**config.mk**
```make
export PLATFORM = sky130hd
export DESIGN_NAME = i2c_sensor_cfg_sequencer
export DESIGN_NICKNAME = d
export VERILOG_FILES = /design/src/rtl/i2c_sensor_cfg_sequencer.sv
export SDC_FILE = /design/constraint.sdc
export NUM_CORES = 1
export LEC_CHECK = 0
export CAP_MARGIN = 20
export CORE_MARGIN = 1.5
export CORE_UTILIZATION = 50
export CTS_CLUSTER_DIAMETER = 100
export CTS_CLUSTER_SIZE = 14
export DETAILED_ROUTE_END_ITERATION = 7
export DONT_BUFFER_PORTS = 1
export PLACE_DENSITY_LB_ADDON = 0.1
export SLEW_MARGIN = 20
export SYNTH_ARGS = -nofsm -noshare
export SYNTH_HDL_FRONTEND = slang
export SYNTH_SLANG_ARGS = --single-unit
export TNS_END_PERCENT = 100
```
**constraint.sdc**
```tcl
create_clock -name clk -period 2.71 [get_ports clk]
set_input_delay 0.6775 -clock clk [delete_from_list [all_inputs] [get_ports clk]]
set_output_delay 0.6775 -clock clk [all_outputs]
set_load 0.1 [all_outputs]
```
**src/rtl/i2c_sensor_cfg_sequencer.sv**
```systemverilog
// Walks the sensor register-config LUT and issues one 16-bit-address I2C register write per entry,
// with power-up, soft-reset settle and inter-write delays plus bounded NACK retries.
module i2c_sensor_cfg_sequencer #(
    parameter int unsigned IDX_W     = 9,
    parameter int unsigned INIT_DLY  = 500000,
    parameter int unsigned SRST_DLY  = 250000,
    parameter int unsigned GAP_DLY   = 100,
    parameter int unsigned MAX_RETRY = 3,
    parameter int unsigned DLY_W     = 20
) (
    input  logic             clk,
    input  logic             rst_n,
    input  logic             cfg_start,
    output logic [IDX_W-1:0] lut_index,
    input  logic [23:0]      lut_data,
    input  logic [IDX_W-1:0] lut_size,
    output logic             i2c_req,
    output logic [15:0]      i2c_addr,
    output logic [7:0]       i2c_data,
    input  logic             i2c_done,
    input  logic             i2c_nack,
    output logic             cfg_busy,
    output logic             cfg_done,
    output logic             cfg_err,
    output logic [IDX_W-1:0] cfg_fail_idx
);

    localparam int unsigned RETRY_W = (MAX_RETRY > 1) ? $clog2(MAX_RETRY + 1) : 1;

    // Terminal counts; a zero delay still spends one cycle in its state.
    localparam logic [DLY_W-1:0] INIT_LAST = (INIT_DLY == 0) ? '0 : DLY_W'(INIT_DLY - 1);
    localparam logic [DLY_W-1:0] SRST_LAST = (SRST_DLY == 0) ? '0 : DLY_W'(SRST_DLY - 1);
    localparam logic [DLY_W-1:0] GAP_LAST  = (GAP_DLY == 0) ? '0 : DLY_W'(GAP_DLY - 1);

    localparam logic [RETRY_W-1:0] RETRY_LAST = RETRY_W'(MAX_RETRY - 1);
    localparam logic [15:0]        SRST_REG   = 16'h0103;

    typedef enum logic [2:0] {
        StInit,
        StFetch,
        StIssue,
        StWait,
        StHold,
        StDone,
        StError
    } state_e;

    state_e             state_q, state_d;
    logic [DLY_W-1:0]   cnt_q, cnt_d;
    logic [RETRY_W-1:0] retry_q, retry_d;
    logic [IDX_W-1:0]   idx_q, idx_d;
    logic [15:0]        addr_q, addr_d;
    logic [7:0]         data_q, data_d;
    logic               req_q, req_d;
    logic               busy_q, busy_d;
    logic               done_q, done_d;
    logic               err_q, err_d;
    logic [IDX_W-1:0]   fail_idx_q, fail_idx_d;
    logic               srst_q, srst_d;
    logic               retry_pend_q, retry_pend_d;
    logic [DLY_W-1:0]   hold_last;

    always_ff @(posedge clk or negedge rst_n) begin
        if (!rst_n) begin
            state_q      <= StInit;
            cnt_q        <= '0;
            retry_q      <= '0;
            idx_q        <= '0;
            addr_q       <= '0;
            data_q       <= '0;
            req_q        <= 1'b0;
            busy_q       <= 1'b0;
            done_q       <= 1'b0;
            err_q        <= 1'b0;
            fail_idx_q   <= '0;
            srst_q       <= 1'b0;
            retry_pend_q <= 1'b0;
        end else begin
            state_q      <= state_d;
            cnt_q        <= cnt_d;
            retry_q      <= retry_d;
            idx_q        <= idx_d;
            addr_q       <= addr_d;
            data_q       <= data_d;
            req_q        <= req_d;
            busy_q       <= busy_d;
            done_q       <= done_d;
            err_q        <= err_d;
            fail_idx_q   <= fail_idx_d;
            srst_q       <= srst_d;
            retry_pend_q <= retry_pend_d;
        end
    end

    assign hold_last = srst_q ? SRST_LAST : GAP_LAST;

    always_comb begin
        state_d      = state_q;
        cnt_d        = cnt_q;
        retry_d      = retry_q;
        idx_d        = idx_q;
        addr_d       = addr_q;
        data_d       = data_q;
        req_d        = req_q;
        busy_d       = busy_q;
        done_d       = done_q;
        err_d        = err_q;
        fail_idx_d   = fail_idx_q;
        srst_d       = srst_q;
        retry_pend_d = retry_pend_q;

        case (state_q)
            StInit: begin
                busy_d = 1'b1;
                if (cnt_q == INIT_LAST) begin
                    cnt_d = '0;
                    idx_d = '0;
                    if (lut_size == '0) begin
                        state_d = StDone;
                        done_d  = 1'b1;
                        busy_d  = 1'b0;
                    end else begin
                        state_d = StFetch;
                    end
                end else begin
                    cnt_d = cnt_q + DLY_W'(1);
                end
            end

            StFetch: begin
                addr_d  = lut_data[23:8];
                data_d  = lut_data[7:0];
                state_d = StIssue;
            end

            StIssue: begin
                req_d   = 1'b1;
                state_d = StWait;
            end

            StWait: begin
                if (i2c_done) begin
                    req_d = 1'b0;
                    cnt_d = '0;
                    if (!i2c_nack) begin
                        retry_d      = '0;
                        retry_pend_d = 1'b0;
                        srst_d       = (addr_q == SRST_REG);
                        state_d      = StHold;
                    end else begin
                        retry_d = retry_q + RETRY_W'(1);
                        if (retry_q >= RETRY_LAST) begin
                            state_d    = StError;
                            err_d      = 1'b1;
                            busy_d     = 1'b0;
                            fail_idx_d = idx_q;
                        end else begin
                            srst_d       = 1'b0;
                            retry_pend_d = 1'b1;
                            state_d      = StHold;
                        end
                    end
                end
            end

            StHold: begin
                if (cnt_q == hold_last) begin
                    cnt_d = '0;
                    if (retry_pend_q) begin
                        // Retry reuses the latched address/data; no refetch.
                        state_d = StIssue;
                    end else if (idx_q == lut_size - IDX_W'(1)) begin
                        state_d = StDone;
                        done_d  = 1'b1;
                        busy_d  = 1'b0;
                    end else begin
                        idx_d   = idx_q + IDX_W'(1);
                        state_d = StFetch;
                    end
                end else begin
                    cnt_d = cnt_q + DLY_W'(1);
                end
            end

            StDone, StError: begin
                if (cfg_start) begin
                    done_d       = 1'b0;
                    err_d        = 1'b0;
                    retry_d      = '0;
                    retry_pend_d = 1'b0;
                    idx_d        = '0;
                    fail_idx_d   = '0;
                    cnt_d        = '0;
                    busy_d       = 1'b1;
                    state_d      = StFetch;
                end
            end

            default: state_d = StInit;
        endcase
    end

    assign lut_index    = idx_q;
    assign i2c_req      = req_q;
    assign i2c_addr     = addr_q;
    assign i2c_data     = data_q;
    assign cfg_busy     = busy_q;
    assign cfg_done     = done_q;
    assign cfg_err      = err_q;
    assign cfg_fail_idx = fail_idx_q;

endmodule

```
==> results.sh <==
export IMPL_r2r_start="cnt_q[0]$_DFFE_PN0P_"
export IMPL_synthesis_nets=446
export IMPL_final_core_util_pct=58.2
export IMPL_fin_skew_ps=8.04
export IMPL_syn_inst=404
export IMPL_total_power_mw=5.60
export IMPL_path_clk_slew_ps=80
export IMPL_die_y_um=91.6
export IMPL_synth_edf_count=0
export IMPL_wl_met2_mm=4.20
export IMPL_grt_max_degree=54
export IMPL_rsz0062_at_grt="false"
export IMPL_hold_path_class="in2async"
export IMPL_final_seq_area_sq_um=1830
export IMPL_grt_total_usage_pct=22.6
export IMPL_critPathMaxFanout=6
export IMPL_fill_cells=672
export IMPL_clockBufferDepth=2
export IMPL_hold_violations=0
export IMPL_postPlaceCellArea_sq_um=4200
export IMPL_final_area_sq_um=4450
export IMPL_initial_core_util_pct=51.3
export IMPL_io_pins=84
export IMPL_cp_required_ps=2950
export IMPL_setup_viol=0
export IMPL_slew_headroom_pct=35.1
export IMPL_rrSetupSlack_ps=190
export IMPL_cts_root_buf="clkbuf_8"
export IMPL_fp_dieW_um=91.6
export IMPL_criticalPathCategory="in2reg"
export IMPL_nNetsFinal=466
export IMPL_grt_pass1_vias=3056
export IMPL_drive_above_1_share_pct=20.0
export IMPL_cts_tree="built"
export IMPL_routed_top_layer="met4"
export IMPL_fin_cells=531
export IMPL_synth_flop_cell="dfrtp_1"
export IMPL_synth_commonest_cells="dfrtp_1 (73), nand2_1 (41), nor2_1 (41), o21ai_0 (27), mux2_2 (25)"
export IMPL_cts_made_buffers=9
export IMPL_async_flop_share_pct=100
export IMPL_dp_cells=514
export IMPL_dpl_hpwl_mm=6.28
export IMPL_wl_mm=8.88
export IMPL_die_area_sq_um=8390
export IMPL_wl_per_cell_um=16.7
export IMPL_drt_iter0_drc=206
export IMPL_grt_pass1_wl_mm=14.8
export IMPL_fmax_ghz=0.393
export IMPL_crit_arrival_ps=2790
export IMPL_synth_area_leader_cell="dfrtp_1"
export IMPL_r2r_end="lut_index[6]$_DFFE_PN0P_"
export IMPL_p_leak_nw=1.87
export IMPL_start_kind="primary input"
export IMPL_drc_errors=0
export IMPL_grt_ovfl_total=0
export IMPL_drv_slew=0
export IMPL_wl_met3_um=456
export IMPL_dr_total_vias=3108
export IMPL_postSynthAreaPerCell_sq_um=9.71
export IMPL_numPortBuffers=0
export IMPL_synth_top_area_share_pct=46.6
export IMPL_tightest_slew_ps=973
export IMPL_drv_cap=0
export IMPL_cts_htree_levels=3
export IMPL_synth_top_cells_by_area="dfrtp_1 (47%), mux2_2 (7.2%), xnor2_1 (4.2%)"
export IMPL_gp_congestion=0.838
export IMPL_vias_per_cell=5.85
export IMPL_antenna_found_initial=0
export IMPL_pwr_density_cell_nw_per_um2=1260
export IMPL_yosysMostFrequentCell="dfrtp_1"
export IMPL_syn_cell_area_sq_um=3920
export IMPL_rows=32
export IMPL_synth_ff_latch_count=73
export IMPL_end_kind="flop"
export IMPL_yosysWarnings=0
export IMPL_seq_area_frac_synth_pct=46.6
export IMPL_cts_setup_buffers=0
export IMPL_fin_setup_tns_ps=0
export IMPL_reg2regPathDepth=8
export IMPL_fin_crit_sh_pct=94.0
export IMPL_clock_sinks=73
export IMPL_multiInputGateArea_sq_um=1990
export IMPL_min_period_ps=2550
export IMPL_areaGrowthSynthToFinish_pct=13.5
export IMPL_wl_met1_mm=4.09
export IMPL_first_pass_iters=5
export IMPL_insertedDiodeCount=0
export IMPL_outcome="finished, final reports clean"
export IMPL_worst_skew_pair_late_latency_ps=350
export IMPL_core_sq_um=7650
export IMPL_vdd_drop_max_mv=1.09
export IMPL_ant_nets=0
export IMPL_synth_distinct_cells=59
[through the flow]
| step | hold slack (ps) | setup WS [ps] |
|---|---|---|
| 2_1_floorplan | 382 | -190 |
| 3_3_place_gp | 384 | -138 |
| 3_5_place_dp | 384 | -199 |
| 4_1_cts | 2.40 | 139 |
| 5_1_grt | 1.48 | 49.0 |
| 6_report | 12.7 | 163 |
[sequential cells by signal (all words and copies together), names as in the netlist, 2 cells and up]
name and count:
lut_index 9, cfg_fail_idx 9, cnt_q 20, i2c_addr 16
i2c_data 8, retry_q 2, state_q 3
[where the power goes]
group	switching (mW)	internal, mW
Sequential	1.88	1.35
Combinational	0.702	0.624
Clock	0.425	0.616
[how the worst max path moves through the flow]
stage	startpoint	endpoint	slack [ps]
final	lut_size[3]	lut_index[6]$_DFFE_PN0P_	160
after global routing	cnt_q[0]$_DFFE_PN0P_	lut_index[6]$_DFFE_PN0P_	50
after CTS	cnt_q[0]$_DFFE_PN0P_	lut_index[6]$_DFFE_PN0P_	140
after detailed placement	lut_size[3]	lut_index[6]$_DFFE_PN0P_	-200
after global placement	lut_size[3]	lut_index[6]$_DFFE_PN0P_	-140
after floorplan	lut_size[3]	lut_index[8]$_DFFE_PN0P_	-190
[cells by family after synthesis]
logic type / after synthesis / synth area share, %
AND/OR/NAND/NOR: 166 / 22.1
AO/OA/AOI/OAI: 74 / 13.0
flip-flops: 73 / 46.6
buffers and inverters: 33 / 3.41
XOR/XNOR: 28 / 6.25
multiplexers: 26 / 7.43
adder cells (fa/ha/maj): 4 / 1.28
[timing repair]
action	in CTS	in global routing
endpoints found under the hold margin	21	0
hold buffers	1	0
endpoints found under the setup margin	0	3
resized for setup	0	2
[worst max-delay path: stages]
cell and delay, ps:
or4_4 520, or4_4 570, a2111oi_4 310, nand4bb_1 200, a32o_1 300, a31o_2 210
[placed cells by master, fill, tap and decap left out, types with 4 or more instances in the layout]
| master | instances |
|---|---|
| o21ai_0 | 25 |
| ha_1 | 4 |
| a32oi_1 | 4 |
| or2_2 | 4 |
| xnor2_1 | 19 |
| inv_1 | 12 |
| nand4_1 | 4 |
| nor3_1 | 10 |
| and3_1 | 4 |
| buf_4 | 29 |
| xor2_1 | 9 |
| a31oi_1 | 4 |
| nand3_1 | 19 |
| or3_1 | 4 |
| mux2_2 | 25 |
| o31ai_1 | 5 |
| a21oi_1 | 7 |
| nor2_1 | 40 |
| dfrtp_1 | 73 |
| nor3b_1 | 4 |
| nand2_1 | 41 |
| clkbuf_8 | 9 |
| a32o_1 | 4 |
| nor4_1 | 6 |
| o211ai_1 | 7 |
[per-layer routing]
metal | GRT usage, % | vias up
met1 | 30.4 | 1519
met4 | 9.24 | 0
met5 | 0 | -
li1 | - | 1489
met2 | 35.6 | 89
met3 | 4.44 | 11
[final cells by class]
class                           count  area share, %
Clock buffer                       10           2.87
Clock inverter                      6           2.61
Inverter                           12           1.01
Multi-Input combinational cell    298           44.6
Sequential cell                    73           41.0
Tap cell                          102           2.87
Timing Repair Buffer               30           5.00
(Power assumes the default switching activity.)
